File: src/rtl/mcp4725_sample_feeder_pkg.sv
// Shared types and constants for the MCP4725 sample feeder: sample field widths,
// feeder FSM states and the DAC power-down mode encodings.
package mcp4725_sample_feeder_pkg;

  localparam int MCP_DATA_W = 12;
  localparam int MCP_MODE_W = 2;
  localparam int MCP_WORD_W = MCP_DATA_W + MCP_MODE_W;

  typedef enum logic {
    IDLE    = 1'b0,
    PRESENT = 1'b1
  } feeder_state_t;

  typedef enum logic [MCP_MODE_W-1:0] {
    NORMAL  = 2'd0,
    PD_1K   = 2'd1,
    PD_100K = 2'd2,
    PD_500K = 2'd3
  } mcp_mode_t;

  function automatic logic [7:0] sat_inc8(input logic [7:0] v);
    return (v == 8'hFF) ? v : v + 8'd1;
  endfunction

endpackage

File: src/rtl/sync_fifo.sv
// Small synchronous FIFO. The read-data register only loads on a pop, so it
// doubles as the downstream holding register for the popped word.
module sync_fifo #(
  parameter int WIDTH = 14,
  parameter int DEPTH = 8
) (
  input  logic                     i_clk,
  input  logic                     i_rst,
  input  logic                     i_push,
  input  logic                     i_pop,
  input  logic                     i_flush,
  input  logic [WIDTH-1:0]         i_wr_data,
  output logic [WIDTH-1:0]         o_rd_data,
  output logic                     o_full,
  output logic                     o_empty,
  output logic [$clog2(DEPTH):0]   o_level
);

  localparam int AW = $clog2(DEPTH);
  localparam logic [AW:0] PTR_ONE  = (AW+1)'(1);
  localparam logic [AW:0] LVL_FULL = (AW+1)'(DEPTH);

  logic [WIDTH-1:0] r_mem [DEPTH];
  logic [WIDTH-1:0] r_rd_data;
  logic [AW:0]      r_wr_ptr;
  logic [AW:0]      r_rd_ptr;
  logic [AW:0]      w_level;
  logic             w_push;
  logic             w_pop;

  assign w_level   = r_wr_ptr - r_rd_ptr;
  assign o_level   = w_level;
  assign o_full    = (w_level == LVL_FULL);
  assign o_empty   = (w_level == '0);
  assign o_rd_data = r_rd_data;

  // A flush discards a same-cycle push, but a same-cycle pop still delivers its word.
  assign w_push = i_push & ~o_full & ~i_flush;
  assign w_pop  = i_pop & ~o_empty;

  always_ff @(posedge i_clk) begin
    if (w_push) begin
      r_mem[r_wr_ptr[AW-1:0]] <= i_wr_data;
    end
  end

  always_ff @(posedge i_clk) begin
    if (i_rst) begin
      r_wr_ptr  <= '0;
      r_rd_ptr  <= '0;
      r_rd_data <= '0;
    end else begin
      if (w_pop) begin
        r_rd_data <= r_mem[r_rd_ptr[AW-1:0]];
      end
      if (i_flush) begin
        r_wr_ptr <= '0;
        r_rd_ptr <= '0;
      end else begin
        if (w_push) r_wr_ptr <= r_wr_ptr + PTR_ONE;
        if (w_pop)  r_rd_ptr <= r_rd_ptr + PTR_ONE;
      end
    end
  end

endmodule

File: src/rtl/mcp4725_sample_feeder.sv
// Feeds buffered 12-bit samples to the MCP4725 DAC block at a programmable pace,
// detecting acceptance from the DAC's latched data/mode registers.
module mcp4725_sample_feeder
  import mcp4725_sample_feeder_pkg::*;
#(
  parameter int DEPTH    = 8,
  parameter int PERIOD_W = 16,
  parameter int TIMEOUT  = 200000
) (
  input  logic                    i_clk,
  input  logic                    i_rst,
  input  logic [MCP_DATA_W-1:0]   i_s_data,
  input  logic [MCP_MODE_W-1:0]   i_s_mode,
  input  logic                    i_s_valid,
  output logic                    o_s_ready,
  input  logic                    i_run,
  input  logic                    i_flush,
  input  logic [PERIOD_W-1:0]     i_period,
  output logic [MCP_DATA_W-1:0]   o_dac_data,
  output logic [MCP_MODE_W-1:0]   o_dac_mode,
  output logic                    o_dac_enable,
  input  logic [MCP_DATA_W-1:0]   i_dac_data_reg,
  input  logic [MCP_MODE_W-1:0]   i_dac_mode_reg,
  output logic [$clog2(DEPTH):0]  o_level,
  output logic                    o_underflow,
  output logic [7:0]              o_underflow_cnt,
  output logic                    o_timeout_err,
  input  logic                    i_clr_status
);

  localparam int TO_W = $clog2(TIMEOUT);
  localparam logic [TO_W-1:0] TO_LAST = TO_W'(TIMEOUT - 1);

  feeder_state_t            r_state;
  feeder_state_t            w_state_next;
  logic [PERIOD_W-1:0]      r_pace_cnt;
  logic [TO_W-1:0]          r_to_cnt;
  logic                     r_issued_once;
  logic                     r_underflow;
  logic [7:0]               r_underflow_cnt;
  logic                     r_timeout_err;

  logic [MCP_WORD_W-1:0]    w_head;
  logic                     w_full;
  logic                     w_empty;
  logic                     w_pop;
  logic                     w_tick;
  logic                     w_accepted;
  logic                     w_uf_event;
  logic                     w_to_event;

  sync_fifo #(
    .WIDTH (MCP_WORD_W),
    .DEPTH (DEPTH)
  ) u_fifo (
    .i_clk     (i_clk),
    .i_rst     (i_rst),
    .i_push    (i_s_valid),
    .i_pop     (w_pop),
    .i_flush   (i_flush),
    .i_wr_data ({i_s_mode, i_s_data}),
    .o_rd_data (w_head),
    .o_full    (w_full),
    .o_empty   (w_empty),
    .o_level   (o_level)
  );

  assign o_s_ready       = ~w_full;
  assign o_dac_data      = w_head[MCP_DATA_W-1:0];
  assign o_dac_mode      = w_head[MCP_WORD_W-1:MCP_DATA_W];
  assign o_underflow     = r_underflow;
  assign o_underflow_cnt = r_underflow_cnt;
  assign o_timeout_err   = r_timeout_err;

  assign w_tick     = (r_pace_cnt >= i_period);
  assign w_accepted = ({i_dac_mode_reg, i_dac_data_reg} == w_head);

  always_comb begin
    w_state_next = r_state;
    w_pop        = 1'b0;
    w_uf_event   = 1'b0;
    w_to_event   = 1'b0;
    o_dac_enable = 1'b0;
    case (r_state)
      IDLE: begin
        if (i_run && w_tick) begin
          if (!w_empty) begin
            w_pop        = 1'b1;
            w_state_next = PRESENT;
          end else if (r_issued_once) begin
            w_uf_event = 1'b1;
          end
        end
      end
      PRESENT: begin
        o_dac_enable = 1'b1;
        // A duplicate of the word the DAC already holds matches on the first cycle.
        if (w_accepted) begin
          w_state_next = IDLE;
        end else if (r_to_cnt == TO_LAST) begin
          w_to_event   = 1'b1;
          w_state_next = IDLE;
        end
      end
      default: w_state_next = IDLE;
    endcase
  end

  always_ff @(posedge i_clk) begin
    if (i_rst) begin
      r_state         <= IDLE;
      r_pace_cnt      <= '1;
      r_to_cnt        <= '0;
      r_issued_once   <= 1'b0;
      r_underflow     <= 1'b0;
      r_underflow_cnt <= '0;
      r_timeout_err   <= 1'b0;
    end else begin
      r_state <= w_state_next;

      // Restarting on underflow as well limits events to one per period.
      if (w_pop || w_uf_event) begin
        r_pace_cnt <= '0;
      end else if (r_pace_cnt != '1) begin
        r_pace_cnt <= r_pace_cnt + PERIOD_W'(1);
      end

      if (r_state == PRESENT && w_state_next == PRESENT) begin
        r_to_cnt <= r_to_cnt + TO_W'(1);
      end else begin
        r_to_cnt <= '0;
      end

      if (i_flush) begin
        r_issued_once <= 1'b0;
      end else if (w_pop) begin
        r_issued_once <= 1'b1;
      end

      if (i_clr_status) begin
        r_underflow     <= 1'b0;
        r_underflow_cnt <= '0;
        r_timeout_err   <= 1'b0;
      end else begin
        if (w_uf_event) begin
          r_underflow     <= 1'b1;
          r_underflow_cnt <= sat_inc8(r_underflow_cnt);
        end
        if (w_to_event) begin
          r_timeout_err <= 1'b1;
        end
      end
    end
  end

endmodule

File: config.mk
export PLATFORM = sky130hd
export DESIGN_NAME = mcp4725_sample_feeder
export DESIGN_NICKNAME = d
export VERILOG_FILES = /design/src/rtl/mcp4725_sample_feeder_pkg.sv /design/src/rtl/sync_fifo.sv /design/src/rtl/mcp4725_sample_feeder.sv
export SDC_FILE = /design/constraint.sdc
export NUM_CORES = 1
export LEC_CHECK = 0
export BUFFER_PORTS_ARGS = -buffer_cell sky130_fd_sc_hd__buf_2
export CORE_MARGIN = 10
export CORE_UTILIZATION = 40
export CTS_CLUSTER_DIAMETER = 100
export DETAILED_ROUTE_END_ITERATION = 12
export GPL_TIMING_DRIVEN = 0
export HOLD_SLACK_MARGIN = 0.06
export PLACE_DENSITY = 0.61
export SYNTH_ARGS = -nofsm -noshare
export SYNTH_HDL_FRONTEND = slang
export SYNTH_SLANG_ARGS = --single-unit
File: constraint.sdc
create_clock -name i_clk -period 4.1 [get_ports i_clk]
set_input_delay 0.615 -clock i_clk [delete_from_list [all_inputs] [get_ports i_clk]]
set_output_delay 0.615 -clock i_clk [all_outputs]
set_load 0.05 [all_outputs]
==> metrics.sh <==
RELATIVE_CONTRIBUTION_OF_SEQUENTIAL_CELLS_TO_TOTAL_POWER_PCT=47.5
SYNTH.CELL_AREA_UM2=7840
FINALCRITICALPERIOD_NS=3.69
CLOCK-SINKS=180
SWITCHING_SHARE_PCT=28.1
DP.FINAL_HPWL_UM=12800
REGISTER_AREA_SHARE_AFTER_SYNTHESIS_PCT=60.2
WORST_SETUP_PATH_CATEGORY='flop to flop'
DESIGN.FINAL.NETS=777
YOSYS_REGISTER_BITS=180
HOLD_BUFFERS=0
RSZ0062_AT_GRT='false'
CTS-HTREE-LEVELS=4
ROUTE.VIAS.TOTAL=5053
TIMING.CRITICAL_PATH.TO_TYPE='flop'
CRITPATHLAUNCHTYPE='flop'
TOTAL_COUNT_OF_MAX_TRANSITION_VIOLATIONS_IN_THE_FINAL_REPORT=0
GRT_ANTENNA_BEFORE_REPAIR=4
PORT_BUFFERS=79
DIE_H_UM=160
WORSTSKEWPAIRLATENCY_NS=0.43
DESIGN.PORTCOUNT=80
FLOORPLAN.INITIALDENSITY_PCT=40.4
TIMING.FINAL.CRIT_SHARE_PCT=90.0
FINAL.SETUP_SKEW_NS=0.00815
SYNTH_EDF_COUNT=112
POSTSYNTHCELLCOUNT=597
CTS_TREE='done'
CTS_MAX_PATH_BUFFERS=2
SETUP_WS_NS=0.410
WORSTMARGINPINSLEW_NS=1.10
GRT_USE_TOTAL_PCT=14.0
ANTENNA_LEFT=0
LAYOUT-DRIVE-GT1-SHARE_PCT=23.5
LAYOUT.CELLS.MOST_COMMON_LIST='sky130_fd_sc_hd__edfxtp_1 (112), sky130_fd_sc_hd__buf_2 (81), sky130_fd_sc_hd__dfxtp_1 (68)'
TIMING.FINAL.SETUP_VIOLATIONS=0
PLACEABLECOREAREA_UM2=19400
LAYOUT.CELLS.NON_FILLER=983
INTPOWER_W=0.00319
CTS_MADE_BUFFERS=17
DR.PASS1.ITERS=5
DRC=0
YS_DOMINANT_REG_CELL='sky130_fd_sc_hd__edfxtp_1'
DRT-VIAS-PER-INSTANCE=5.14
ASYNC_FLOP_SHARE_PCT=0
ROOT_CELL_OF_THE_CLOCK_TREE='sky130_fd_sc_hd__clkbuf_16'
DRV.MAX_CAP_VIOLATION_COUNT=0
GLOBALPLACE.CONGESTION=0.829
DESIGN.DIE.AREA_UM2=25600
GRT_PASS1_VIAS=5276
SYNTH_WARNINGS=0
REPORT.FINAL.HOLD_VIOL_COUNT=0
POWER_DENSITY_nW_PER_UM2=475
DIE_WIDTH_UM=160
MIN_PATH_CELLS=1
ROW_COUNT=51
GRT_START_MAX_NET_PINS=19
MAXSLEWHEADROOM_PCT=25.5
WORST_R2R_PATH_DEPTH=9
SYNTH_CELL_TYPES=51
CRIT_REQUIRED_NS=4.24
GRT_PASS1_WL_UM=28500
CLK_TRANSITION_REPORTED_PATHS_NS=0.07
DRT_FIRST_ITER_VIOLATIONS=303
POWER.SHARE.CLOCK_PCT=36.2
SYNTH.AVG_CELL_AREA_UM2=13.1
GRT_REMAINING_OVERFLOW=0
POST_SYNTHESIS_NET_COUNT=672
PLACE.DETAILED.INSTANCES=946
WORSTHOLDPATHTYPE='input port to flop'
MAXCLOCKFREQUENCY_MHz=271
CP.ARRIVAL_NS=3.83
POWER.LEAKAGE_nW=3.40
AREA_GROWTH_PCT=19.1
CRIT_FANOUT=10
POWER.NET_SWITCHING_W=0.00125
IR_WORST_VDD_mV=0.370
WIRE_PER_INST_UM=17.9
SETUP_TOTAL_NEGATIVE_SLACK_NS=0
PRE_CTS_WS_NS=-0.356
RUN_STATUS='finished clean'
COMBINATIONALPOWERSHARE_PCT=16.3
ROUTE.FINAL.WIRE_LENGTH_UM=17600
WORST-R2R-SETUP-SLACK_NS=0.41
LAYOUT.CELLS.MOST_COMMON='sky130_fd_sc_hd__edfxtp_1'
-- state kept, by name, indices dropped and copies added (netlist names) --
| name | flops |
|---|---|
| o_underflow | 1 |
| u_fifo.r_rd_ptr | 4 |
| r_pace_cnt | 16 |
| u_fifo.r_mem | 112 |
| u_fifo.o_rd_data | 14 |
| r_to_cnt | 18 |
| u_fifo.r_wr_ptr | 4 |
| o_underflow_cnt | 8 |
| o_timeout_err | 1 |
| r_state | 1 |
| r_issued_once | 1 |
-- timing repair --
action                                  4_1_cts  5_1_grt
gates resized for setup                       5        3
pin swaps                                     1        2
buffers inserted                              0        2
endpoints found under the setup margin       37       68
-- worst max-delay path: stages (launching register included) --
cell                       delay [ns]
sky130_fd_sc_hd__dfxtp_1         0.38
sky130_fd_sc_hd__clkbuf_2        0.32
sky130_fd_sc_hd__inv_1           0.16
sky130_fd_sc_hd__fa_1            0.45
sky130_fd_sc_hd__xor2_1          0.22
sky130_fd_sc_hd__nor3_1          0.11
sky130_fd_sc_hd__a311oi_1        0.57
sky130_fd_sc_hd__nand2_1         0.38
sky130_fd_sc_hd__nor3b_4         0.57
sky130_fd_sc_hd__buf_6           0.23
-- routing by layer --
layer,wire length [µm],track usage [%],vias to the layer above
met1,7620,17.3,2491
met5,11,0,-
met4,181,3.42,2
met2,8820,23.6,106
li1,-,-,2439
met3,925,4.14,15
-- final timing paths --
| kind | end | from |
|---|---|---|
| worst max-delay path | u_fifo.r_mem[4][5]$_DFFE_PP_ | u_fifo.r_rd_ptr[1]$_SDFFE_PP0P_ |
| worst max register to register | u_fifo.r_mem[4][5]$_DFFE_PP_ | u_fifo.r_rd_ptr[1]$_SDFFE_PP0P_ |
| worst min-delay path | u_fifo.r_mem[2][1]$_DFFE_PP_ | i_s_data[1] |
| worst min register to register | r_to_cnt[0]$_SDFF_PP0_ | r_to_cnt[0]$_SDFF_PP0_ |
-- through the flow --
| step | hold WS [ns] | area (µm²) | util [%] | power, W |
|---|---|---|---|---|
| 6_report | 0.439 | 9340 | 48.2 | 0.00444 |
| 5_1_grt | 0.449 | 9340 | 48.1 | 0.00466 |
| 4_1_cts | 0.431 | 9290 | 47.9 | 0.00448 |
| 3_5_place_dp | 0.465 | 8670 | 44.7 | 0.00287 |
| 3_3_place_gp | 0.449 | 8580 | 44.3 | 0.00283 |
| 2_1_floorplan | 0.438 | 7860 | - | 0.00267 |
-- kinds of logic after synthesis --
group                    share of synthesized area [%]
adder cells (fa/ha/maj)                           4.08
multiplexers                                      10.3
AND/OR/NAND/NOR                                   10.8
flip-flops                                        60.2
buffers and inverters                             2.65
AO/OA/AOI/OAI                                     6.19
XOR/XNOR                                          5.70
-- power by group through the flow --
stage | registers (W) | clock network (W) | logic, W
global placement | 0.00214 | 0 | 0.000686
global route | 0.00212 | 0.00172 | 0.000817
CTS | 0.00211 | 0.00164 | 0.000727
finish | 0.00211 | 0.00161 | 0.000721
detailed placement | 0.00215 | 0 | 0.000719
floorplan | 0.00217 | 0 | 0.000505
-- final cells by class --
type                       count  area [µm²]
clock inverter                15         164
antenna                        3        7.51
tap                          265         332
buffer                        25        97.6
sequential                   180        4720
fill                        1721       10100
timing repair buffer          86         499
inverter                      30         113
clock buffer                  17         425
multi-input combinational    362        2980
-- cell usage after synthesis (2+ instances only) --
library cell,instances,area share (%)
sky130_fd_sc_hd__mux2i_1,18,2.3
sky130_fd_sc_hd__nor3b_1,4,0.38
sky130_fd_sc_hd__a21o_1,5,0.48
sky130_fd_sc_hd__o21ai_0,3,0.19
sky130_fd_sc_hd__or2_2,3,0.24
sky130_fd_sc_hd__xnor2_1,26,2.9
sky130_fd_sc_hd__edfxtp_1,112,43
sky130_fd_sc_hd__ha_1,24,3.8
sky130_fd_sc_hd__inv_1,29,1.4
sky130_fd_sc_hd__and4_1,4,0.45
sky130_fd_sc_hd__nand3_1,20,1.3
sky130_fd_sc_hd__a211oi_1,16,1.5
sky130_fd_sc_hd__and3_1,8,0.64
sky130_fd_sc_hd__a31oi_1,2,0.16
sky130_fd_sc_hd__nand2_1,27,1.3
sky130_fd_sc_hd__xor2_1,25,2.8
sky130_fd_sc_hd__a21oi_1,29,1.9
sky130_fd_sc_hd__buf_1,7,0.34
sky130_fd_sc_hd__nor3_1,10,0.64
sky130_fd_sc_hd__or3_1,3,0.24
sky130_fd_sc_hd__and2_1,4,0.32
sky130_fd_sc_hd__clkbuf_1,17,0.81
sky130_fd_sc_hd__nand4_1,14,1.1
sky130_fd_sc_hd__nand2b_1,2,0.16
sky130_fd_sc_hd__nor4_1,5,0.40
sky130_fd_sc_hd__a31o_2,3,0.34
sky130_fd_sc_hd__o31ai_1,4,0.38
sky130_fd_sc_hd__nor2_1,56,2.7
sky130_fd_sc_hd__mux4_2,28,8.0
sky130_fd_sc_hd__dfxtp_1,68,17
No activity file was read; power rests on OpenSTA's default activity.
